--- config.mk ---
export PLATFORM = sky130hd
export DESIGN_NAME = pipe_hazard_ctrl
export DESIGN_NICKNAME = d
export VERILOG_FILES = /design/src/rtl/pipe_ctrl_pkg.sv /design/src/rtl/fwd_select.sv /design/src/rtl/pipe_hazard_ctrl.sv
export SDC_FILE = /design/constraint.sdc
export NUM_CORES = 1
export LEC_CHECK = 0
export ABC_AREA = 1
export CAP_MARGIN = 10
export CORE_MARGIN = 2
export CORE_UTILIZATION = 51
export DETAILED_ROUTE_END_ITERATION = 6
export PLACE_DENSITY = 0.9
export SETUP_SLACK_MARGIN = 0.05
export SLEW_MARGIN = 0
export SYNTH_ARGS = -nofsm -noshare
export SYNTH_HDL_FRONTEND = slang
export SYNTH_SLANG_ARGS = --single-unit
--- constraint.sdc ---
create_clock -name clk -period 1.81 [get_ports clk]
set_input_delay 0.362 -clock clk [delete_from_list [all_inputs] [get_ports clk]]
set_output_delay 0.362 -clock clk [all_outputs]
set_load 0.02 [all_outputs]
--- src/rtl/pipe_ctrl_pkg.sv ---
// Shared encodings for the pipeline hazard controller and the Control decoder.
// Latency: n/a (constants only).
// Backpressure: n/a.
package pipe_ctrl_pkg;

    typedef logic [1:0] state_t;

    localparam state_t ST_RUN        = 2'd0;
    localparam state_t ST_LOAD_STALL = 2'd1;
    localparam state_t ST_BR_FLUSH   = 2'd2;
    localparam state_t ST_MEM_WAIT   = 2'd3;

    localparam logic [1:0] FWD_RF  = 2'b00;
    localparam logic [1:0] FWD_WB  = 2'b01;
    localparam logic [1:0] FWD_MEM = 2'b10;

    localparam logic [1:0] MR_NONE = 2'b00;
    localparam logic [1:0] MR_W    = 2'b01;
    localparam logic [1:0] MR_B    = 2'b10;
    localparam logic [1:0] MR_H    = 2'b11;

endpackage

--- src/rtl/fwd_select.sv ---
// Per-operand forwarding priority compare: EX/MEM beats MEM/WB beats regfile.
// Latency: combinational.
// Backpressure: none; pure function of the shadow stage contents.
module fwd_select
    import pipe_ctrl_pkg::*;
#(
    parameter int RA_W = 5
) (
    input  logic [RA_W-1:0] src,
    input  logic [RA_W-1:0] exmem_dest,
    input  logic            exmem_fwd,
    input  logic [RA_W-1:0] memwb_dest,
    input  logic            memwb_fwd,
    output logic [1:0]      sel
);

    always_comb begin
        sel = FWD_RF;
        if (src != '0) begin
            if (exmem_fwd && (exmem_dest == src)) begin
                sel = FWD_MEM;
            end else if (memwb_fwd && (memwb_dest == src)) begin
                sel = FWD_WB;
            end
        end
    end

endmodule

--- src/rtl/pipe_hazard_ctrl.sv ---
// 5-stage pipeline sequencer: load-use stall, taken-branch flush, dmem wait, forwarding selects.
// Latency: stall/flush/forward outputs are combinational; MEM_WAIT hold starts the cycle after the miss.
// Backpressure: mem_ready low freezes EX/MEM and upstream; FWD_UNIT_EN off turns every RAW into a stall.
module pipe_hazard_ctrl
    import pipe_ctrl_pkg::*;
#(
    parameter int RA_W      = 5,
    parameter int FLUSH_CYC = 1,
    parameter int MEM_TMO   = 15
) (
    input  logic            clk,
    input  logic            rst,
    input  logic [RA_W-1:0] id_rs,
    input  logic [RA_W-1:0] id_rt,
    input  logic            id_uses_rt,
    input  logic [RA_W-1:0] id_dest,
    input  logic            id_regwrite,
    input  logic [1:0]      id_memread,
    input  logic            ex_branch_taken,
    input  logic            mem_req,
    input  logic            mem_ready,
    output logic            pc_write,
    output logic            ifid_write,
    output logic            ifid_flush,
    output logic            idex_bubble,
    output logic            exmem_hold,
    output logic [1:0]      fwd_a,
    output logic [1:0]      fwd_b,
    output logic            mem_timeout
);

    localparam logic [3:0] TMO_LAST   = 4'(MEM_TMO - 1);
    localparam logic [1:0] FLUSH_INIT = 2'(FLUSH_CYC);

    state_t          state;
    logic [1:0]      br_cnt;
    logic [3:0]      wait_cnt;
    logic            br_pend;
    logic            timeout_q;

    logic [RA_W-1:0] idex_dest;
    logic            idex_rw;
    logic [1:0]      idex_mr;
    logic [RA_W-1:0] exmem_dest;
    logic            exmem_rw;
    logic [1:0]      exmem_mr;

    logic            in_wait;
    logic            mem_stall;
    logic            br_evt;
    logic            stall_evt;
    logic            idex_hit;
    logic            raw_hit;

    assign in_wait   = (state == ST_MEM_WAIT);
    assign mem_stall = mem_req && !mem_ready;

    assign idex_hit = (idex_dest != '0) &&
                      ((idex_dest == id_rs) || (id_uses_rt && (idex_dest == id_rt)));

`ifdef FWD_UNIT_EN
    logic [RA_W-1:0] idex_rs;
    logic [RA_W-1:0] idex_rt;
    logic [RA_W-1:0] memwb_dest;
    logic            memwb_rw;

    // Only a load in EX cannot be forwarded in time.
    assign raw_hit = (idex_mr != MR_NONE) && idex_hit;

    always_ff @(posedge clk) begin
        if (rst) begin
            idex_rs    <= '0;
            idex_rt    <= '0;
            memwb_dest <= '0;
            memwb_rw   <= 1'b0;
        end else if (!exmem_hold) begin
            idex_rs    <= idex_bubble ? '0 : id_rs;
            idex_rt    <= (idex_bubble || !id_uses_rt) ? '0 : id_rt;
            memwb_dest <= exmem_dest;
            memwb_rw   <= exmem_rw;
        end
    end

    // Load data is not available out of EX/MEM, so only ALU results forward from there.
    fwd_select #(.RA_W(RA_W)) u_fwd_a (
        .src        (idex_rs),
        .exmem_dest (exmem_dest),
        .exmem_fwd  (exmem_rw && (exmem_mr == MR_NONE)),
        .memwb_dest (memwb_dest),
        .memwb_fwd  (memwb_rw),
        .sel        (fwd_a)
    );

    fwd_select #(.RA_W(RA_W)) u_fwd_b (
        .src        (idex_rt),
        .exmem_dest (exmem_dest),
        .exmem_fwd  (exmem_rw && (exmem_mr == MR_NONE)),
        .memwb_dest (memwb_dest),
        .memwb_fwd  (memwb_rw),
        .sel        (fwd_b)
    );
`else
    logic exmem_hit;

    assign exmem_hit = (exmem_dest != '0) &&
                       ((exmem_dest == id_rs) || (id_uses_rt && (exmem_dest == id_rt)));

    // No bypass: wait until the producer has left EX/MEM.
    assign raw_hit = ((idex_rw || (idex_mr != MR_NONE)) && idex_hit) ||
                     ((exmem_rw || (exmem_mr != MR_NONE)) && exmem_hit);

    assign fwd_a = FWD_RF;
    assign fwd_b = FWD_RF;
`endif

    // A branch arriving while memory stalls is deferred via br_pend.
    assign br_evt    = (ex_branch_taken || br_pend) && !in_wait && !mem_stall;
    assign stall_evt = raw_hit && !in_wait && !br_evt && (state != ST_BR_FLUSH);

    assign pc_write    = !in_wait && !stall_evt;
    assign ifid_write  = !in_wait && !stall_evt;
    assign ifid_flush  = br_evt || (state == ST_BR_FLUSH);
    assign idex_bubble = br_evt || stall_evt;
    assign exmem_hold  = in_wait;
    assign mem_timeout = timeout_q;

    always_ff @(posedge clk) begin
        if (rst) begin
            state     <= ST_RUN;
            br_cnt    <= '0;
            wait_cnt  <= '0;
            br_pend   <= 1'b0;
            timeout_q <= 1'b0;
        end else if (in_wait) begin
            if (ex_branch_taken) begin
                br_pend <= 1'b1;
            end
            if (mem_ready) begin
                state <= ST_RUN;
            end else if (wait_cnt == TMO_LAST) begin
                timeout_q <= 1'b1;
                state     <= ST_RUN;
            end else begin
                wait_cnt <= wait_cnt + 4'd1;
            end
        end else if (mem_stall) begin
            state    <= ST_MEM_WAIT;
            wait_cnt <= '0;
            if (ex_branch_taken) begin
                br_pend <= 1'b1;
            end
        end else if (br_evt) begin
            state   <= ST_BR_FLUSH;
            br_cnt  <= FLUSH_INIT;
            br_pend <= 1'b0;
        end else if (state == ST_BR_FLUSH) begin
            if (br_cnt <= 2'd1) begin
                state <= ST_RUN;
            end else begin
                br_cnt <= br_cnt - 2'd1;
            end
        end else begin
            state <= stall_evt ? ST_LOAD_STALL : ST_RUN;
        end
    end

    always_ff @(posedge clk) begin
        if (rst) begin
            idex_dest  <= '0;
            idex_rw    <= 1'b0;
            idex_mr    <= MR_NONE;
            exmem_dest <= '0;
            exmem_rw   <= 1'b0;
            exmem_mr   <= MR_NONE;
        end else if (!exmem_hold) begin
            idex_dest  <= idex_bubble ? '0 : id_dest;
            idex_rw    <= !idex_bubble && id_regwrite;
            idex_mr    <= idex_bubble ? MR_NONE : id_memread;
            exmem_dest <= idex_dest;
            exmem_rw   <= idex_rw;
            exmem_mr   <= idex_mr;
        end
    end

endmodule

==> run_results.csv <==
group,metric,value,unit
timing,fin_crit,1.93,ns
clock_network,tritoncts.num_buffers,3,
global_route,antenna_found_initial,0,
placement,hpwl,2900,µm
cells_and_area,nets,344,
synth,async_reset_ff_share,0,%
run_status,outcome,"complete, but fails checks",
worst_setup_path,path_cells,"inv_4, nand4_1, o21bai_1, inv_1, nand2_2, nand2_4, a21oi_4, buf_6",
worst_setup_path,critPathKind,"flip-flop to output port",
worst_setup_path,cp-end-kind,"output port",
synth,synth_most_common_cell,"nand2_1",
cells_and_area,antenna_cells,0,
global_route,grt_start_max_net_pins,24,
timing,hold_viol,0,
synth,ys_types,29,
timing,whs,0.474,ns
routing,wl,4250,µm
die,dieArea,0.00387,mm²
timing,final_max_slew_viol_count,0,
hold_path,hold_path_class,"primary input to flip-flop",
worst_setup_path,cp_top_family,"flip-flops",
synth,synthCells,268,
routing,drc,0,
timing,clock.fmax,517,MHz
worst_setup_path,arrival,1.57,ns
clock_network,cts_root_buf,"clkbuf_4",
global_route,first_global_vias,1638,
timing,finalSetupViolCount,3,
clock_network,h-tree-depth,1,
run,drv_cap,0,
timing,fin_crit_sh,107,%
placement,globalplace.congestion,0.911,
clock_network,clkLatencyLatePin,0.33,ns
worst_setup_path,worstPathRequired,1.45,ns
cells_and_area,syn_to_final_growth,32.5,%
timing,fin_ws,-0.125,ns
clock_network,cts_tree,"done",
synth,yosysTopAreaCellShare,30.1,%
routing,routedWlPerCell,11.8,µm
clock_network,clock-sinks,26,
cells_and_area,drive_gt1_share,30.4,%
timing,fin_worst_skew,0.00343,ns
die,die_w,62.2,µm
synth,yosys_most_used_dff,"dfxtp_1",
routing,initialDrtViolationCount,114,
pwr,total_power,1.32,mW
routing,num_vias,1778,
synth,synth.avg_cell_area,6.44,µm²
pwr,ir_drop,0.448,mV
die,initial_core_util,52.6,%
timing,rsz0062_at_grt,"true",
worst_setup_path,cpPeakStageDelay,0.39,ns
die,die_h,62.2,µm
worst_setup_path,crit_fanout,4,
synth,ys_warn_count,0,
synth,seq_area_frac_synth,30.1,%
pwr,power.leakage,1.14,nW
synth,synthTopCellsByCount,"nand2_1, inv_1, dfxtp_1, nor2_1, o21ai_0",
die,num_rows,21,
routing,vias_per_cell,4.91,
run_status,violations,"negative setup slack",
worst_setup_path,crit_buf_inv,3,
synth,yosysTopAreaCell,"dfxtp_1",
worst_setup_path,startpoint_type,"flip-flop",
die,io_pins,34,
global_route,grt_overflow,0,
die,core-area,0.00328,mm²
clock_network,clockBufferDepth,2,
global_route,grt_pass1_wl,6960,µm
synth,ys_ff_latch,26,
synth,synth_edf_count,0,
pwr,powerDensity,576,mW/mm²
worst_setup_path,crit_slowest_cell,"dfxtp_4",
routing,drt_pass1_iterations,4,
synth,netlist_top_cells_area,"dfxtp_1, nand2_1, inv_1",
synth,synth_area,0.00173,mm²
global_route,grt_use_total,21.8,%
clock_network,cts.clk_slew.worst_paths,0.14,ns
placement,io_buffers,29,
routing,ant_nets,0,
[final timing paths]
kind         slack [ns]           end          from  cells after the start
max reg2reg        0.30  idex_dest[0]      state[1]                     11
min reg2reg        0.48     br_cnt[0]     br_cnt[0]                      2
min                0.47   mem_timeout     mem_ready                      4
max               -0.12    ifid_write  idex_dest[1]                      8
[repair_timing]
action / in CTS / in global routing
endpoints found under the hold margin: 0 / 0
setup endpoints to repair: 5 / 5
buffers inserted: 4 / 3
resized for setup: 51 / 22
hold buffers: 0 / 0
pin swaps: 6 / 11
[through the flow]
step	cells	area [µm²]	utilization, %	TNS [ns]	setup slack [ns]
global route	362	2290	69.7	-0.607	-0.204
CTS	360	2220	67.7	-0.381	-0.129
global placement	352	2150	65.3	-3.93	-0.737
floorplan	271	1740	-	0	0.162
detailed placement	352	2150	65.3	-4.24	-0.755
finish	362	2290	69.7	-0.358	-0.125
[tightest hold or removal path: stages]
cell           delay [ns]
dlygate4sd2_1        0.24
nor3_1               0.06
nor2_1               0.08
nor2_1               0.04
[final cells by class]
type | count | area, µm²
Multi-Input combinational cell | 190 | 1020
Fill cell | 289 | 996
Inverter | 44 | 175
Tap cell | 46 | 57.6
Sequential cell | 26 | 546
Clock buffer | 4 | 36.3
Timing Repair Buffer | 52 | 457
[where the power goes]
| group | total, mW | switching [mW] | leakage (nW) | internal, mW |
|---|---|---|---|---|
| logic | 0.383 | 0.210 | 0.898 | 0.173 |
| clock network | 0.304 | 0.180 | 0.0210 | 0.123 |
| registers | 0.632 | 0.0279 | 0.219 | 0.604 |
| total | 1.32 | 0.418 | 1.14 | 0.901 |
[layout by cell type, fill, tap and decap left out, types with 6 or more instances in the layout]
| master | count |
|---|---|
| a21oi_1 | 10 |
| a21oi_2 | 9 |
| buf_4 | 22 |
| clkdlybuf4s50_1 | 11 |
| dfxtp_1 | 14 |
| dfxtp_2 | 8 |
| dlygate4sd2_1 | 13 |
| inv_1 | 28 |
| inv_2 | 9 |
| nand2_1 | 80 |
| nand2_2 | 6 |
| nand3_1 | 7 |
| nand3_2 | 9 |
| nor2_1 | 22 |
| nor2_2 | 8 |
| o21ai_0 | 13 |
[sequential cells by signal (all words and copies together) (netlist names)]
name and cells:
idex_mr 2, state 2, wait_cnt 4, exmem_mr 2, br_cnt 2, mem_timeout 1, br_pend 1, exmem_rw 1
exmem_dest 5, idex_dest 5, idex_rw 1
[per-layer routing]
layer	vias to the layer above	share of wire, %	track usage [%]
met5	-	0	0
met4	0	1.6	7.22
met3	10	4.8	2.54
met2	56	50	39.5
met1	800	43	26.9
li1	912	-	-
[cell families after synthesis]
kind of cell               Yosys count  synth area share (%)
and+or+nand+nor                    144                  38.6
buffers and inverters               55                  13.8
AOI/OAI and AO/OA                   37                  14.1
DFF                                 26                  30.1
adders and majority gates            3                  2.17
xor gates and xnor gates             2                  1.01
other                                1                 0.217
Power figures use the tool's default switching activity.
